**src/rtl/load_store_unit.sv**
```systemverilog
// load_store_unit
//   Data-memory access stage of the toothless RV32I core. Takes the decoder's
//   memory controls, the ALU result as effective byte address and rs2 as store
//   data, runs a req/gnt/rvalid transaction on the data-memory port, stalls the
//   core while it is outstanding and returns aligned, extended load data.
//
// Ports
//   clk, rst_n          core clock, asynchronous active-low reset
//   data_req_i          memory instruction present in EX
//   data_we_i           1 store, 0 load
//   data_type_i         00 word, 01 half, 10 byte, 11 reserved
//   data_sign_ext_i     sign-extend load data (LB/LH), else zero-extend
//   addr_i, wdata_i     effective byte address, store data
//   busy_o              stall request to the core
//   misaligned_o        access rejected (misaligned or reserved type)
//   rdata_o             extended load result, held until the next load
//   rdata_valid_o       one-cycle pulse when rdata_o is new
//   mem_req_o/mem_gnt_i request handshake to data memory
//   mem_addr_o          word-aligned address
//   mem_we_o, mem_be_o  write enable, byte enables
//   mem_wdata_o         lane-replicated store data
//   mem_rvalid_i        response valid (loads and stores)
//   mem_rdata_i         raw read word
module load_store_unit #(
  parameter int DATA_WIDTH = 32,
  parameter int ADDR_WIDTH = 32
) (
  input  logic                  clk,
  input  logic                  rst_n,
  input  logic                  data_req_i,
  input  logic                  data_we_i,
  input  logic [1:0]            data_type_i,
  input  logic                  data_sign_ext_i,
  input  logic [ADDR_WIDTH-1:0] addr_i,
  input  logic [DATA_WIDTH-1:0] wdata_i,
  output logic                  busy_o,
  output logic                  misaligned_o,
  output logic [DATA_WIDTH-1:0] rdata_o,
  output logic                  rdata_valid_o,
  output logic                  mem_req_o,
  input  logic                  mem_gnt_i,
  output logic [ADDR_WIDTH-1:0] mem_addr_o,
  output logic                  mem_we_o,
  output logic [3:0]            mem_be_o,
  output logic [DATA_WIDTH-1:0] mem_wdata_o,
  input  logic                  mem_rvalid_i,
  input  logic [DATA_WIDTH-1:0] mem_rdata_i
);

  localparam logic [1:0] TYPE_WORD = 2'b00;
  localparam logic [1:0] TYPE_HALF = 2'b01;
  localparam logic [1:0] TYPE_BYTE = 2'b10;

  typedef enum logic [1:0] {IDLE, REQ, WAIT_RSP} state_t;

  state_t                r_state;
  logic                  r_we;
  logic [1:0]            r_type;
  logic                  r_sext;
  logic [1:0]            r_off;
  logic                  r_mem_req;
  logic                  r_mem_we;
  logic [ADDR_WIDTH-1:0] r_mem_addr;
  logic [3:0]            r_mem_be;
  logic [DATA_WIDTH-1:0] r_mem_wdata;
  logic [DATA_WIDTH-1:0] r_rdata;
  logic                  r_rvalid;

  logic                  w_bad;
  logic                  w_idle;
  logic                  w_accept;
  logic [3:0]            w_be;
  logic [DATA_WIDTH-1:0] w_wdata;
  logic [DATA_WIDTH-1:0] w_shifted;
  logic [DATA_WIDTH-1:0] w_load;

  // Reserved type is rejected along with misaligned addresses.
  always_comb begin
    w_bad = 1'b0;
    case (data_type_i)
      TYPE_WORD: w_bad = (addr_i[1:0] != 2'b00);
      TYPE_HALF: w_bad = addr_i[0];
      TYPE_BYTE: w_bad = 1'b0;
      default:   w_bad = 1'b1;
    endcase
  end

  assign w_idle       = (r_state == IDLE);
  assign misaligned_o = w_idle & data_req_i & w_bad;
  assign w_accept     = w_idle & data_req_i & ~w_bad;
  // Stall is raised in the accept cycle itself so the core holds EX.
  assign busy_o       = ~w_idle | w_accept;

  // Byte enables and lane replication for the store side.
  always_comb begin
    w_be    = 4'b1111;
    w_wdata = wdata_i;
    case (data_type_i)
      TYPE_HALF: begin
        w_be    = addr_i[1] ? 4'b1100 : 4'b0011;
        w_wdata = {2{wdata_i[15:0]}};
      end
      TYPE_BYTE: begin
        w_be    = 4'b0001 << addr_i[1:0];
        w_wdata = {4{wdata_i[7:0]}};
      end
      default: begin
        w_be    = 4'b1111;
        w_wdata = wdata_i;
      end
    endcase
  end

  // Load extraction uses the latched offset/type, not the live inputs.
  assign w_shifted = mem_rdata_i >> {r_off, 3'b000};

  always_comb begin
    w_load = w_shifted;
    case (r_type)
      TYPE_BYTE: w_load = {{(DATA_WIDTH-8){r_sext & w_shifted[7]}},  w_shifted[7:0]};
      TYPE_HALF: w_load = {{(DATA_WIDTH-16){r_sext & w_shifted[15]}}, w_shifted[15:0]};
      default:   w_load = w_shifted;
    endcase
  end

  always_ff @(posedge clk or negedge rst_n) begin
    if (!rst_n) begin
      r_state     <= IDLE;
      r_we        <= 1'b0;
      r_type      <= TYPE_WORD;
      r_sext      <= 1'b0;
      r_off       <= 2'b00;
      r_mem_req   <= 1'b0;
      r_mem_we    <= 1'b0;
      r_mem_addr  <= '0;
      r_mem_be    <= 4'b0000;
      r_mem_wdata <= '0;
      r_rdata     <= '0;
      r_rvalid    <= 1'b0;
    end else begin
      r_rvalid <= 1'b0;
      case (r_state)
        IDLE: begin
          if (w_accept) begin
            r_we        <= data_we_i;
            r_type      <= data_type_i;
            r_sext      <= data_sign_ext_i;
            r_off       <= addr_i[1:0];
            r_mem_req   <= 1'b1;
            r_mem_we    <= data_we_i;
            r_mem_addr  <= {addr_i[ADDR_WIDTH-1:2], 2'b00};
            r_mem_be    <= w_be;
            r_mem_wdata <= w_wdata;
            r_state     <= REQ;
          end
        end
        REQ: begin
          // mem_* stay frozen until granted; rvalid here is spurious.
          if (mem_gnt_i) begin
            r_mem_req <= 1'b0;
            r_state   <= WAIT_RSP;
          end
        end
        WAIT_RSP: begin
          if (mem_rvalid_i) begin
            r_state <= IDLE;
            if (!r_we) begin
              r_rdata  <= w_load;
              r_rvalid <= 1'b1;
            end
          end
        end
        default: r_state <= IDLE;
      endcase
    end
  end

  assign mem_req_o     = r_mem_req;
  assign mem_we_o      = r_mem_we;
  assign mem_addr_o    = r_mem_addr;
  assign mem_be_o      = r_mem_be;
  assign mem_wdata_o   = r_mem_wdata;
  assign rdata_o       = r_rdata;
  assign rdata_valid_o = r_rvalid;

endmodule

```
**config.mk**
```make
export PLATFORM = sky130hd
export DESIGN_NAME = load_store_unit
export DESIGN_NICKNAME = d
export VERILOG_FILES = /design/src/rtl/load_store_unit.sv
export SDC_FILE = /design/constraint.sdc
export NUM_CORES = 1
export LEC_CHECK = 0
export ABC_CLOCK_PERIOD_IN_PS = 1900
export CAP_MARGIN = 20
export CORE_ASPECT_RATIO = 2
export CORE_MARGIN = 5
export CORE_UTILIZATION = 43
export DETAILED_ROUTE_END_ITERATION = 7
export PLACE_DENSITY = 0.84
export RECOVER_POWER = 50
export SYNTH_ARGS = -nofsm -noshare
export SYNTH_HDL_FRONTEND = slang
export SYNTH_SLANG_ARGS = --single-unit
```
**constraint.sdc**
```tcl
create_clock -name clk -period 1.9 [get_ports clk]
set_clock_uncertainty 0.05 [all_clocks]
set_input_delay 0.38 -clock clk [delete_from_list [all_inputs] [get_ports clk]]
set_output_delay 0.38 -clock clk [all_outputs]
set_load 0.01 [all_outputs]
```
==> summary.md <==
| Metric | Value |
|---|---|
| Status | finished, final reports clean |
| Top delay family on crit path | buffers and inverters |
| DP Worst Slack | -0.700 ns |
| Fin crit share | 0.980 |
| Max stage delay cell, worst path | clkdlybuf4s50_1 |
| Synth Area in Compound Gates | 0.134 |
| Most frequent cells in the layout | clkdlybuf4s50_1, dfrtp_1, o21ai_0 |
| Clock root buffer | clkbuf_16 |
| Combinational family with the most area after synthesis | multiplexers |
| Tmin final | about 1.9 ns |
| WHS | between 0.4 and 0.5 ns |
| Crit end category | primary output |
| Power Dens Cells | ~1500 mW/mm² |
| CTS tree | yes |
| Vias in the first global route | 4857 |
| P&R area growth vs syn | 53.2% |
| Worst setup margin | around 0.037 ns |
| VDD IR-drop max | about 0.00072 V |
| CP peak stage delay | ~0.44 ns |
| Core area | about 0.012 mm² |
| Maximum fanout along the worst path | 2 |
| I/O pins | between 200 and 250 |
| XOR/XNOR Fraction of Synth Area | 0 |
| RePlAce Congestion | around 0.9 |
| Hold Fails Final Rpt | 0 |
| Clk slew on worst S/H paths | around 0.08 ns |
| Vias | 4434 |
| Diode count | 0 |
| Buf/Inv on CP | 2 |
| Synth warnings | 0 |
| Mux contribution to synthesized area | 0.161 |
| Final ANT Viol Nets | 0 |
| NumNets Final | ~800 |
| Initial antenna violation count | 0 |
| HP Class | reg2reg |
| LEAKAGE | 3.47 nW |
| Clock Path Buffers | 2 |
| CP Cell Sequence | clkdlybuf4s50_1 -> nor2_2 -> o21ai_2 -> and3_1 -> buf_2 |
| Avg WL per Cell | roughly 19 µm |
| Slew headroom | 0.426 |
| R2r startpoint | r_off[0] |
| #FFs+latches synth | 108 |
| First-pass GRT wire length | between 20000 and 25000 µm |
| Most common cell after layout, fill and taps aside | clkdlybuf4s50_1 |
| Clock sinks | 108 |
| Max-slew violations | 0 |
| Initial cell density of the core | 0.435 |
| Synth Instances | around 470 |
| Post-DP HPWL | 12200 µm |
| Syn avg cell area | 10.8 µm² |
| Die X | 86.9 µm |
| Vias per inst | roughly 5.3 |
| Final Cell Area | about 0.0078 mm² |
| Critical Path AT | about 1.4 ns |
| DIE AREA | around 0.014 mm² |
| Final wirelength | between 15000 and 20000 µm |
| Sequential area share after synthesis | 0.531 |
| TritonCTS buffer count | 9 |
| Type of origin of the critical path | input pin |
| Die Span Y | around 160 µm |
| Max Cap Violations | 0 |
| Critical path type | in2out |
| Post-Synth Adder-Cell Area | 0.0148 |
| Drt first pass iters | 4 |
| Dpl cell area | 0.00748 mm² |
| Iter 0 DRT Violations | 196 |
| Remaining DRCs | 0 |
| Post-synthesis simple-gate area fraction | 0.118 |
| Layout cells sized above 1 | 0.175 |
| Clk_lat worst skew | ~0.34 ns |
| Max H-tree Level | 3 |
| Final setup fails | 0 |
| Number of distinct library cells after synthesis | 36 |
| Row count | 56 |
| Critical path startpoint | addr_i[1] |
| Final global-route overflow total | 0 |
| Critical path required time | between 1 and 1.5 ns |
| Largest net degree at the start of global routing | just over 60 |
| All-Layer GR Usage | 0.222 |
| Worst Tran Pin Value | ~0.86 ns |
| Fmax | approximately 540 MHz |
| Synthesized cell area | slightly above 0.005 mm² |
| Port Buf Inserts | around 210 |
| Hold_sp | rdata_o[5] |
==> state kept, by name, indices dropped and copies added, names as in the netlist <==
name	flops
r_state	2
rdata_o	32
rdata_valid_o	1
r_off	2
r_sext	1
mem_we_o	1
r_type	2
mem_wdata_o	32
mem_be_o	4
mem_req_o	1
mem_addr_o	30
==> synth_stat cells, drive strengths merged <==
| master | count | area share |
|---|---|---|
| inv | 7 | 0.0057 |
| or2 | 1 | 0.0012 |
| ha | 6 | 0.015 |
| o21a | 1 | 0.0015 |
| dfrtp | 108 | 0.53 |
| a21oi | 28 | 0.029 |
| o311ai | 1 | 0.0017 |
| and3 | 2 | 0.0025 |
| buf | 20 | 0.025 |
| nand4bb | 1 | 0.0022 |
| o22ai | 1 | 0.0025 |
| a22oi | 17 | 0.028 |
| a21o | 2 | 0.0030 |
| nand2b | 4 | 0.0049 |
| nand3b | 1 | 0.0015 |
| nand2 | 64 | 0.047 |
| and2 | 8 | 0.0098 |
| nor2 | 24 | 0.018 |
| clkbuf | 13 | 0.0096 |
| mux2i | 17 | 0.034 |
| o2bb2ai | 1 | 0.0017 |
| nor3 | 1 | 0.0020 |
| conb | 1 | 0.00074 |
| mux2 | 51 | 0.13 |
| nand3 | 14 | 0.014 |
| nor2b | 12 | 0.015 |
| o2111ai | 1 | 0.0030 |
| o21ai | 65 | 0.064 |
==> per-stage QoR <==
step,cells,TNS (ns),power [W],util
after floorplan,473,0,0.00647,-
after global placement,824,-30.15,0.00939,0.639
after detailed placement,824,-35.78,0.00961,0.639
after CTS,841,0,0.0114,0.666
after global routing,842,-0.00786,0.0120,0.666
final,842,0,0.0113,0.666
==> worst register-to-register path: cells and delay by family, from the launching register on <==
kind | cells | cell delay (ns)
AND/OR/NAND/NOR | 2 | 0.64
flip-flops | 1 | 0.49
AO/OA/AOI/OAI | 2 | 0.36
buffers and inverters | 1 | 0.17
==> repair_timing <==
item                                    4_1_cts  5_1_grt
pin swaps                                     4        2
hold endpoints to repair                     32        0
hold buffers                                  1        0
buffers inserted                              0        1
gates resized for setup                      23        4
endpoints found under the setup margin       53        4
==> cell type report <==
type / count / area (µm²)
Fill cell: 902 / 3910
Sequential cell: 108 / 2700
Timing Repair Buffer: 241 / 2370
Multi-Input combinational cell: 325 / 2240
Clock buffer: 9 / 225
Tap cell: 145 / 181
Clock inverter: 7 / 56.3
Inverter: 7 / 27.5
==> metal layers <==
metal | vias up | track usage | part of all wire
met3 | 41 | 0.0507 | 0.064
met1 | 2141 | 0.219 | 0.33
met2 | 185 | 0.410 | 0.57
met4 | 0 | 0.124 | 0.041
li1 | 2067 | - | -
met5 | - | 0 | 0
==> path summary, 6_finish.rpt <==
kind	cells past startpoint	slack (ns)	endpoint
max	5	0.04	misaligned_o
min in group asynchronous	2	0.63	mem_addr_o[30]
max in group asynchronous	3	0.31	mem_addr_o[13]
max reg2reg	5	0.14	rdata_o[18]
min	2	0.43	rdata_o[5]
min reg2reg	2	0.43	rdata_o[5]
==> power breakdown <==
part	internal, W	total, W	switching (W)
combinational	0.00313	0.00553	0.00240
clock	0.000908	0.00178	0.000869
sequential	0.00336	0.00401	0.000655
total	0.00740	0.0113	0.00392
==> cells by family (layout without fill, tap and decap cells) <==
family,Yosys count,count (layout)
AOI/OAI and AO/OA,117,117
adders and majority gates,6,6
buffers and inverters,40,264
DFF,108,108
muxes,68,68
other,1,2
and+or+nand+nor,132,132
(Power assumes the default switching activity.)
